## src/rtl/gpio_serial_cfg_loader.sv

```systemverilog
`default_nettype none
// =============================================================================
// gpio_serial_cfg_loader - streams one config word per pad, MSB first, into the
// daisy-chained pad control blocks and then strobes the load.  Rev 1.0
// =============================================================================
module gpio_serial_cfg_loader #(
    parameter int NUM_PADS = 38,
    parameter int CFG_BITS = 13,
    parameter int CLK_DIV  = 1,
    parameter int AW       = $clog2(NUM_PADS)
) (
    input  logic                wb_clk_i,
    input  logic                wb_rst_i,
    input  logic                start,
    output logic                busy,
    output logic                done,
    output logic [AW-1:0]       cfg_addr,
    input  logic [CFG_BITS-1:0] cfg_data,
    output logic                serial_clock,
    output logic                serial_data_out,
    output logic                serial_load,
    output logic                cfg_applied
);

    localparam int PW = (CLK_DIV > 1) ? $clog2(CLK_DIV) : 1;
    localparam int BW = (CFG_BITS > 1) ? $clog2(CFG_BITS) : 1;
    localparam logic [PW-1:0] c_ph_last  = PW'(CLK_DIV - 1);
    localparam logic [BW-1:0] c_bit_top  = BW'(CFG_BITS - 1);
    localparam logic [AW-1:0] c_addr_top = AW'(NUM_PADS - 1);

    typedef enum logic [2:0] {
        ST_IDLE  = 3'd0,
        ST_FETCH = 3'd1,
        ST_SHIFT = 3'd2,
        ST_LOAD  = 3'd3,
        ST_DONE  = 3'd4
    } state_t;

    state_t              r_state;
    logic                r_fetch2;
    logic [PW-1:0]       r_phase;
    logic [BW-1:0]       r_bit;
    logic [CFG_BITS-1:0] r_shreg;

    always_ff @(posedge wb_clk_i) begin
        if (wb_rst_i) begin
            r_state         <= ST_IDLE;
            r_fetch2        <= 1'b0;
            r_phase         <= '0;
            r_bit           <= '0;
            r_shreg         <= '0;
            busy            <= 1'b0;
            done            <= 1'b0;
            cfg_addr        <= '0;
            serial_clock    <= 1'b0;
            serial_data_out <= 1'b0;
            serial_load     <= 1'b0;
            cfg_applied     <= 1'b0;
        end else begin
            done <= 1'b0;
            case (r_state)
                ST_IDLE: begin
                    if (start) begin
                        cfg_addr    <= c_addr_top;
                        cfg_applied <= 1'b0;
                        busy        <= 1'b1;
                        r_fetch2    <= 1'b0;
                        r_state     <= ST_FETCH;
                    end
                end
                // Two cycles so a registered read port has settled before capture
                ST_FETCH: begin
                    if (!r_fetch2) begin
                        r_fetch2 <= 1'b1;
                    end else begin
                        r_shreg         <= cfg_data;
                        r_bit           <= c_bit_top;
                        r_phase         <= '0;
                        serial_clock    <= 1'b0;
                        serial_data_out <= cfg_data[CFG_BITS-1];
                        r_state         <= ST_SHIFT;
                    end
                end
                ST_SHIFT: begin
                    if (r_phase != c_ph_last) begin
                        r_phase <= r_phase + 1'b1;
                    end else begin
                        r_phase <= '0;
                        if (!serial_clock) begin
                            serial_clock <= 1'b1;
                        end else begin
                            r_shreg      <= r_shreg << 1;
                            serial_clock <= 1'b0;
                            if (r_bit != '0) begin
                                r_bit           <= r_bit - 1'b1;
                                serial_data_out <= r_shreg[CFG_BITS-2];
                            end else if (cfg_addr != '0) begin
                                cfg_addr <= cfg_addr - 1'b1;
                                r_fetch2 <= 1'b0;
                                r_state  <= ST_FETCH;
                            end else begin
                                serial_data_out <= 1'b0;
                                serial_load     <= 1'b1;
                                r_state         <= ST_LOAD;
                            end
                        end
                    end
                end
                ST_LOAD: begin
                    if (r_phase != c_ph_last) begin
                        r_phase <= r_phase + 1'b1;
                    end else begin
                        r_phase     <= '0;
                        serial_load <= 1'b0;
                        busy        <= 1'b0;
                        done        <= 1'b1;
                        cfg_applied <= 1'b1;
                        r_state     <= ST_DONE;
                    end
                end
                ST_DONE: begin
                    r_state <= ST_IDLE;
                end
                default: begin
                    r_state <= ST_IDLE;
                end
            endcase
        end
    end

endmodule
`default_nettype wire

```

## config.mk

```make
export PLATFORM = sky130hd
export DESIGN_NAME = gpio_serial_cfg_loader
export DESIGN_NICKNAME = d
export VERILOG_FILES = /design/src/rtl/gpio_serial_cfg_loader.sv
export SDC_FILE = /design/constraint.sdc
export NUM_CORES = 1
export LEC_CHECK = 0
export CORE_UTILIZATION = 47
export CTS_CLUSTER_SIZE = 20
export DETAILED_ROUTE_END_ITERATION = 16
export PLACE_DENSITY = 0.8
export SLEW_MARGIN = 20
export SYNTH_ARGS = -nofsm -noshare
export SYNTH_HDL_FRONTEND = slang
export SYNTH_SLANG_ARGS = --single-unit
export TNS_END_PERCENT = 5
```

## constraint.sdc

```tcl
create_clock -name wb_clk_i -period 1.7 [get_ports wb_clk_i]
set_input_delay 0.34 -clock wb_clk_i [delete_from_list [all_inputs] [get_ports wb_clk_i]]
set_output_delay 0.34 -clock wb_clk_i [all_outputs]
set_load 0.02 [all_outputs]
```

# ---- Word-level counts from Yosys, hierarchy flattened
# Cells that the tools add are included.
dict set report totals {
  reg_bits 33
  inputBits 16
  elab_cells 102
}
dict set report classes {
  addsub 3
  eq_ne 13
  n_mux 52
  bitwise_logic 1
  reduce_logical 21
}
# cell count
set op_table {}
lappend op_table {{two-way mux 12 bit} 3}
lappend op_table {{two-way mux 6 bit} 5}
lappend op_table {{one-hot mux 12 bit (2 select lines)} 1}
lappend op_table {{AND reduction 6 bit} 4}
lappend op_table {{two-way mux 1 bit} 22}
lappend op_table {{two-way mux 3 bit} 6}
lappend op_table {{inequality test 2 bit, second input constant} 9}
lappend op_table {{two-way mux 4 bit} 4}
lappend op_table {{one-hot mux 1 bit (2 select lines)} 6}
lappend op_table {{one-hot mux 3 bit (4 select lines)} 1}
lappend op_table {{one-hot mux 6 bit (2 select lines)} 1}
lappend op_table {{AND reduction 5 bit} 2}
lappend op_table {{nonzero test 2 bit} 5}
lappend op_table {{one-hot mux 4 bit (2 select lines)} 1}
lappend op_table {{equality test 3 x 2 -> 1 bit, second input constant} 2}
lappend op_table {{AND reduction 3 bit} 2}
lappend op_table {{nonzero test 6 bit} 1}
lappend op_table {{subtractor 6 x 1 -> 6 bit, second input constant} 1}
lappend op_table {{AND reduction 4 bit} 1}
lappend op_table {{nonzero test 4 bit} 1}
lappend op_table {{OR reduction 2 bit} 2}
lappend op_table {{subtractor 4 x 1 -> 4 bit, second input constant} 1}
lappend op_table {{equality test 3 x 1 -> 1 bit, second input constant} 1}
lappend op_table {{logical NOT 3 bit} 1}
lappend op_table {{7 further kinds} 7}

# ---- Logic depth before layout (Yosys ltp)
# Gate-level depths: netlist of run 1.
dict set report depth {
  word_depth 6
  depth_mapped 7
  ltp_nobuf 6
}

# ---- Worst setup path after synthesis of run 1
# Ideal clock, no wire load.
dict set report synth_timing {
  path_kind {reg2reg}
  startpoint {register r_bit[0]}
  endpoint {register cfg_addr[5]}
  setup_time_ps 88
  arrival_ps 1568
  slack_ps 44
  stages_incl_launch_ff 8
  synth_period_minus_slack_ps 1656
  path_cell_list {dfxtp_1 > inv_1 > ha_1 > or3b_1 > buf_6 > a21oi_2 > a31oi_1 > a311oi_2}
}
dict set report synth_via {
  elab_chain_len 3
}
# element line
set synth_lines {}
lappend synth_lines {{start, declared} 42} ;# logic [BW-1:0] r_bit;
lappend synth_lines {{start signal, assigned} 77} ;# r_bit <= c_bit_top;
lappend synth_lines {{start signal, assigned} 95} ;# r_bit <= r_bit - 1'b1;
lappend synth_lines {{nonzero test 4 bit} 94} ;# if (r_bit != '0) begin
lappend synth_lines {{inequality test 2 bit (no source line)} n/a}
lappend synth_lines {{AND reduction 6 bit (no source line)} n/a}
lappend synth_lines {{end signal, assigned} 64} ;# cfg_addr <= c_addr_top;
lappend synth_lines {{end signal, assigned} 98} ;# cfg_addr <= cfg_addr - 1'b1;
lappend synth_lines {{end, declared} 17} ;# output logic [AW-1:0] cfg_addr,
# No other way between the ends.
# A chain may end at the register's enable or synchronous reset.

# ---- Worst setup path after layout of run 1
dict set report layout_timing {
  startpoint {register r_bit[1]}
  endpoint {register cfg_addr[0]}
}
# The elaborated chain is that of the path after synthesis.

==> results_dict.tcl, run 1 <==
set metrics [dict create \
    yosys_warnings 0 \
    leakage_uw 0.000778 \
    nNetsFinal 249 \
    die_h_um 60.3 \
    ys_seq_elements 32 \
    viasPerCell 5.89 \
    whs_path_depth 2 \
    r2r_end "cfg_addr[0]$_SDFFE_PP0P_" \
    dp_hpwl_um 2900 \
    fin_ws_ns -0.0593 \
    vias 1620 \
    hp-start "r_shreg[0]$_SDFFE_PP0P_" \
    rsz0062_at_grt "yes" \
    synth_nets 209 \
    cap_violations 0 \
    ios 28 \
    crit_buf_inv 2 \
    dr.pass1.iters 4 \
    p_per_area_nw_per_um2 782 \
    cts.sinks 32 \
    fmax_mhz 568 \
    synth-async-reset-ratio_pct 0 \
    synthToLayoutAreaGrowth_pct 33.0 \
    netlist_instances 190 \
    netlist_area_um2 1600 \
    drtIter0Drc 155 \
    critPathMaxFanout 8 \
    cp_slowest_stage_delay_ns 0.46 \
    synth_edf_count 0 \
    drc 0 \
    critPathLaunchType "register" \
    slew_headroom_pct 78.5 \
    wl_per_cell_um 15.0 \
    synthFlopType "dfxtp_1" \
    synth_area_per_cell_um2 8.41 \
    yosysSeqAreaShare_pct 40.1 \
    ys_types 41 \
    die_w_um 60.3 \
    layout-drive-gt1-share_pct 21.6 \
    gp_congestion 0.929 \
    worstRegToRegCells 7 \
    rr_startpoint "r_bit[1]$_SDFFE_PP0P_" \
    path_cells "inv_2, ha_4, or3b_4, a211oi_4, buf_4, a21oi_2, o21a_1" \
    antenna_left 0 \
    setup_tns_ns -0.0968 \
    slew_violations 0 \
    power_uw 1660 \
    io_buffer_count 27 \
    clockRootBuffer "clkbuf_4" \
    num_antenna_cells 0 \
    grt_pass1_vias 1469 \
    reg2reg_slack_ns -0.06 \
    hold_viol 0 \
    clk_latency_ns 0.33 \
    hold_class "register to register" \
    dieArea_um2 3640 \
    worst_slew_pin_slew_ns 0.321 \
    met3_usage_pct 5.19 \
    crit_slowest_cell "or3b_4" \
    cts_tree "yes" \
    cts_max_level 2 \
    cp.arrival_ns 1.98 \
    start_util_pct 51.1 \
    core-area_um2 3130 \
    cts_buffers 5 \
    grt_util_met1_pct 30.6 \
    end_kind "register" \
    min_period_ns 1.76 \
    hold_end "r_shreg[0]$_SDFFE_PP0P_" \
    critPathKind "register to register" \
    violations "negative setup slack" \
    status "complete, but fails checks" \
    grtUsageMet2_pct 40.5 \
    cp.required_ns 1.92 \
    clk_pin_slew_ns 0.10 \
    overflow 0 \
    grt_busiest_layer "met2" \
    critPathLaunch "r_bit[1]$_SDFFE_PP0P_" \
    crit_family "compound AO/OA/AOI/OAI gates" \
    multiInputGateArea_um2 908 \
    cts_buffer_depth 2 \
    setup_viol 3 \
    fin_crit_sh_pct 103 \
    globalRouteTotalUtil_pct 24.4 \
    grt_pass1_wl_um 6550 \
    cts_hold_buf 0 \
    fp-row-count 20 \
    grt_max_degree 25 \
    fill_cells 257 \
    fin_skew_ns 0.0114 \
    finalWirelength_um 4130 \
    seq_area_um2 644 \
    ir_drop_mv 0.480 \
    antenna_found_initial 0 \
]
-- per-stage QoR --
step / instances / hold slack, ns / worst slack [ns] / instance area [um2] / util (%)
6_report: 275 / 0.474 / -0.0593 / 2130 / 68.0
5_1_grt: 275 / 0.500 / -0.110 / 2130 / 68.0
4_1_cts: 272 / 0.474 / -0.00658 / 2080 / 66.5
3_5_place_dp: 264 / 0.455 / -0.112 / 2000 / 64.0
3_3_place_gp: 264 / 0.450 / -0.0645 / 2000 / 64.0
2_1_floorplan: 190 / 0.432 / 0.0439 / 1600 / -
-- cell usage in the layout, fill, tap and decap left out, types with 2 or more instances in the layout --
| cell | count |
|---|---|
| a211o_1 | 2 |
| a211oi_1 | 2 |
| a211oi_2 | 2 |
| a21oi_1 | 9 |
| a21oi_2 | 3 |
| a311oi_1 | 13 |
| a31o_2 | 3 |
| a31oi_1 | 4 |
| buf_12 | 2 |
| buf_4 | 17 |
| clkbuf_4 | 5 |
| clkdlybuf4s50_1 | 21 |
| clkinv_2 | 2 |
| dfxtp_1 | 29 |
| dfxtp_2 | 3 |
| dlygate4sd2_1 | 6 |
| ha_1 | 2 |
| inv_1 | 5 |
| inv_2 | 2 |
| nand2_1 | 30 |
| nand3_1 | 5 |
| nand3b_1 | 2 |
| nor2_1 | 20 |
| nor3_1 | 11 |
| o21a_1 | 4 |
| o21ai_0 | 2 |
| or3_1 | 2 |
-- worst min-delay path, stage by stage, from the launching register on --
cell	delay (ns)
dfxtp_1	0.33
nand2_1	0.06
a21oi_1	0.05
-- how the worst max path moves through the flow --
stage / cells past startpoint / to
2_1_floorplan: 7 / cfg_addr[5]$_SDFFE_PP0P_
3_3_place_gp: 6 / cfg_addr[5]$_SDFFE_PP0P_
3_5_place_dp: 6 / serial_data_out$_SDFFE_PP0P_
4_1_cts: 6 / cfg_addr[3]$_SDFFE_PP0P_
5_1_grt: 7 / cfg_addr[0]$_SDFFE_PP0P_
6_report: 7 / cfg_addr[0]$_SDFFE_PP0P_
-- kinds of logic after synthesis --
kind of cell	share of synthesized area [%]
compound gates	25.4
xor+xnor	0.548
fa+ha+maj	2.35
buf+inv	5.72
flops	40.1
mux	0.626
simple gates	25.3
-- registers in the layout, indices dropped and copies added (netlist names) --
register and flops:
cfg_addr 6, serial_load 1, busy 1, r_shreg 12, r_fetch2 1, r_state 3
r_bit 4, done 1, cfg_applied 1, serial_data_out 1, serial_clock 1
-- report_power, final --
part | internal, uW | leakage, uW | switching [uW]
clock network | 197 | 0.0000380 | 257
registers | 793 | 0.000262 | 46.5
logic | 177 | 0.000478 | 192
total | 1170 | 0.000778 | 495
-- what timing repair did --
item	4_1_cts	5_1_grt
endpoints found under the setup margin	17	14
resized for setup	11	8
buffers inserted	0	3
pin swaps	1	6
-- cells in the mapped netlist (3+ instances only) --
cell type   n  area, um2
dfxtp_1    32        641
nand2_1    30        113
nor2_1     20       75.1
a311oi_1   13        114
a21oi_1    11       55.1
nor3_1     11       55.1
clkbuf_1    7       26.3
inv_1       7       26.3
nand3_1     5       25.0
a31oi_1     4       25.0
buf_2       4       20.0
o21a_1      4       30.0
a211oi_1    3       22.5
a31o_2      3       26.3
ha_1        3       37.5
-- layer usage --
layer	part of all wire (%)	routed length, um	vias to the layer above
met4	2.0	83	0
met1	42	1750	772
met5	0	0	-
li1	-	-	777
met2	49	2040	62
met3	6.2	257	9
-- cell type report --
| class | instances | area share (%) |
|---|---|---|
| clock buffer | 6 | 2.41 |
| multi-input combinational | 138 | 42.7 |
| sequential | 32 | 30.3 |
| inverter | 7 | 1.24 |
| tap | 44 | 2.59 |
| timing repair buffer | 46 | 20.2 |
| clock inverter | 2 | 0.471 |
No activity file was read; power rests on OpenSTA's default activity.
==> run 2: changes to the inputs <==
--- a/config.mk
+++ b/config.mk
@@ -5,6 +5,7 @@
 export SDC_FILE = /design/constraint.sdc
 export NUM_CORES = 1
 export LEC_CHECK = 0
+export CORE_MARGIN = 2
 export CORE_UTILIZATION = 47
 export CTS_CLUSTER_SIZE = 20
 export DETAILED_ROUTE_END_ITERATION = 16
==> run 2 against run 1 <==
The run still ends with negative setup slack left. Critical endpoint is now cfg_addr[2]$_SDFFE_PP0P_. Combinational power is 5% higher. Die area is 6.7% higher. First-iteration DRC count is 50% lower. Worst setup slack better by 0.037 ns.
==> results_dict.tcl, run 2 (same netlist as run 1, synthesis figures left out) <==
set metrics [dict create \
    cap_violations 0 \
    dp_hpwl_um 2650 \
    p_per_area_nw_per_um2 825 \
    cts_buffer_depth 2 \
    overflow 0 \
    cp_slowest_stage_delay_ns 0.45 \
    wl_per_cell_um 13.8 \
    dp.cells 270 \
    slew_headroom_pct 76.5 \
    postLayoutCoreUtil_pct 66.0 \
    setup_viol 1 \
    finalWirelength_um 3890 \
    crit_slowest_cell "or3b_4" \
    dpl_worst_slack_ns -0.131 \
    pwr-share-seq_pct 46.3 \
    grt_pass1_vias 1375 \
    layout-drive-gt1-share_pct 21.6 \
    globalRouteTotalUtil_pct 21.0 \
    fill_cells 289 \
    antenna_left 0 \
    viasPerCell 5.50 \
    largest_reg_flops 12 \
    synthToLayoutAreaGrowth_pct 36.8 \
    vias 1552 \
    hold_class "register to register" \
    dr.pass1.iters 4 \
    rsz0062_at_grt "yes" \
    critPathMaxFanout 8 \
    die_w_um 62.3 \
    final_cells 282 \
    dieArea_um2 3880 \
    ios 28 \
    mostFrequentLayoutCell "dfxtp_1" \
    cts_tree "yes" \
    grt_pass1_wl_um 6420 \
    switching_share_pct 28.4 \
    clkPwrFrac_pct 32.2 \
    critPathKind "register to register" \
    fin_skew_ns 0.00186 \
    largestRegisters "r_shreg: 12 flops, cfg_addr: 6 flops, r_bit: 4 flops" \
    slew_violations 0 \
    crit_buf_inv 2 \
    die_h_um 62.3 \
    worst_slew_pin_slew_ns 0.351 \
    nNetsFinal 254 \
    path_cells "inv_2, ha_4, or3b_4, a211oi_4, buf_4, a311oi_2, o21a_1" \
    final_cell_mix "dfxtp_1, nand2_1, buf_4" \
    start_util_pct 48.3 \
    grt_max_degree 34 \
    ir_drop_mv 0.564 \
    regMostFlops "r_shreg" \
    clk_pin_slew_ns 0.10 \
    core-area_um2 3310 \
    fin_crit_sh_pct 101 \
    fp-row-count 21 \
    fmax_mhz 581 \
    fin_ws_ns -0.0226 \
    clk_latency_ns 0.35 \
    hold_viol 0 \
    power.internal_uw 1290 \
    antenna_found_initial 0 \
    violations "negative setup slack" \
    power.switching_uw 513 \
    num_antenna_cells 0 \
    min_period_ns 1.72 \
    status "complete, but fails checks" \
    cts_max_level 2 \
    holdWs_ns 0.458 \
    cp.required_ns 1.95 \
    gp_congestion 0.886 \
    power_frac_comb_pct 21.5 \
    end_kind "register" \
    cts_buffers 5 \
    clockRootBuffer "clkbuf_4" \
    leakage_uw 0.000855 \
    drtIter0Drc 78 \
    cts_hold_buf 0 \
    cts.sinks 32 \
    crit_family "compound AO/OA/AOI/OAI gates" \
    io_buffer_count 27 \
    cp.arrival_ns 1.98 \
    drc 0 \
    critPathLaunchType "register" \
]
run 2: layout make-up:
| class | instances | area, um2 | share of cell area [%] |
|---|---|---|---|
| inverter | 7 | 26.3 | 1.20 |
| timing repair buffer | 51 | 475 | 21.8 |
| clock inverter | 2 | 35.0 | 1.60 |
| multi-input combinational | 138 | 908 | 41.6 |
| sequential | 32 | 642 | 29.4 |
| clock buffer | 6 | 41.3 | 1.89 |
| tap | 46 | 57.6 | 2.63 |
run 2: worst paths after layout:
check | from | cells after the start | endpoint | slack, ns
worst max-delay path | r_bit[0]$_SDFFE_PP0P_ | 7 | cfg_addr[2]$_SDFFE_PP0P_ | -0.02
worst min-delay path | r_shreg[0]$_SDFFE_PP0P_ | 2 | r_shreg[0]$_SDFFE_PP0P_ | 0.46
worst max register to register | r_bit[0]$_SDFFE_PP0P_ | 7 | cfg_addr[2]$_SDFFE_PP0P_ | -0.02
worst min register to register | r_shreg[0]$_SDFFE_PP0P_ | 2 | r_shreg[0]$_SDFFE_PP0P_ | 0.46
run 2: power groups by stage:
stage,Clock (uW),Combinational (uW),Sequential [uW]
6_report,581,388,834
5_1_grt,631,421,841
2_1_floorplan,0,205,859
3_5_place_dp,0,368,850
3_3_place_gp,0,363,848
4_1_cts,586,366,833
run 2: layer usage:
metal | wire length [um] | GRT usage, %
met5 | 0 | 0
met4 | 48 | 7.50
met3 | 199 | 6.34
met2 | 1750 | 32.6
met1 | 1890 | 27.6
run 2: metrics by stage:
step	instance area, um2	power (uW)	setup TNS, ns
floorplan	1600	1060	0
detailed placement	2040	1220	-0.599
global placement	2040	1210	-0.0335
global route	2190	1890	-0.173
CTS	2110	1790	-0.140
finish	2190	1800	-0.0226
run 2: worst reg2reg max path: stages, from the launching register on:
cell      delay [ns]
dfxtp_2         0.33
inv_2           0.07
ha_4            0.12
or3b_4          0.45
a211oi_4        0.29
buf_4           0.16
a311oi_2        0.08
o21a_1          0.13
run 2: timing repair:
action,in CTS,in global routing
resized for setup,7,12
cloned,0,0
setup endpoints to repair,18,14
pin swaps,0,5
buffers inserted,0,4
==> run 3: changes to the inputs <==
--- a/config.mk
+++ b/config.mk
@@ -9,6 +9,7 @@
 export CORE_UTILIZATION = 47
 export CTS_CLUSTER_SIZE = 20
 export DETAILED_ROUTE_END_ITERATION = 16
+export GPL_ROUTABILITY_DRIVEN = 0
 export PLACE_DENSITY = 0.8
 export SLEW_MARGIN = 20
 export SYNTH_ARGS = -nofsm -noshare
==> results of run 3 <==
Same layout as run 2: the final DEF is identical, and so are final timing and power.
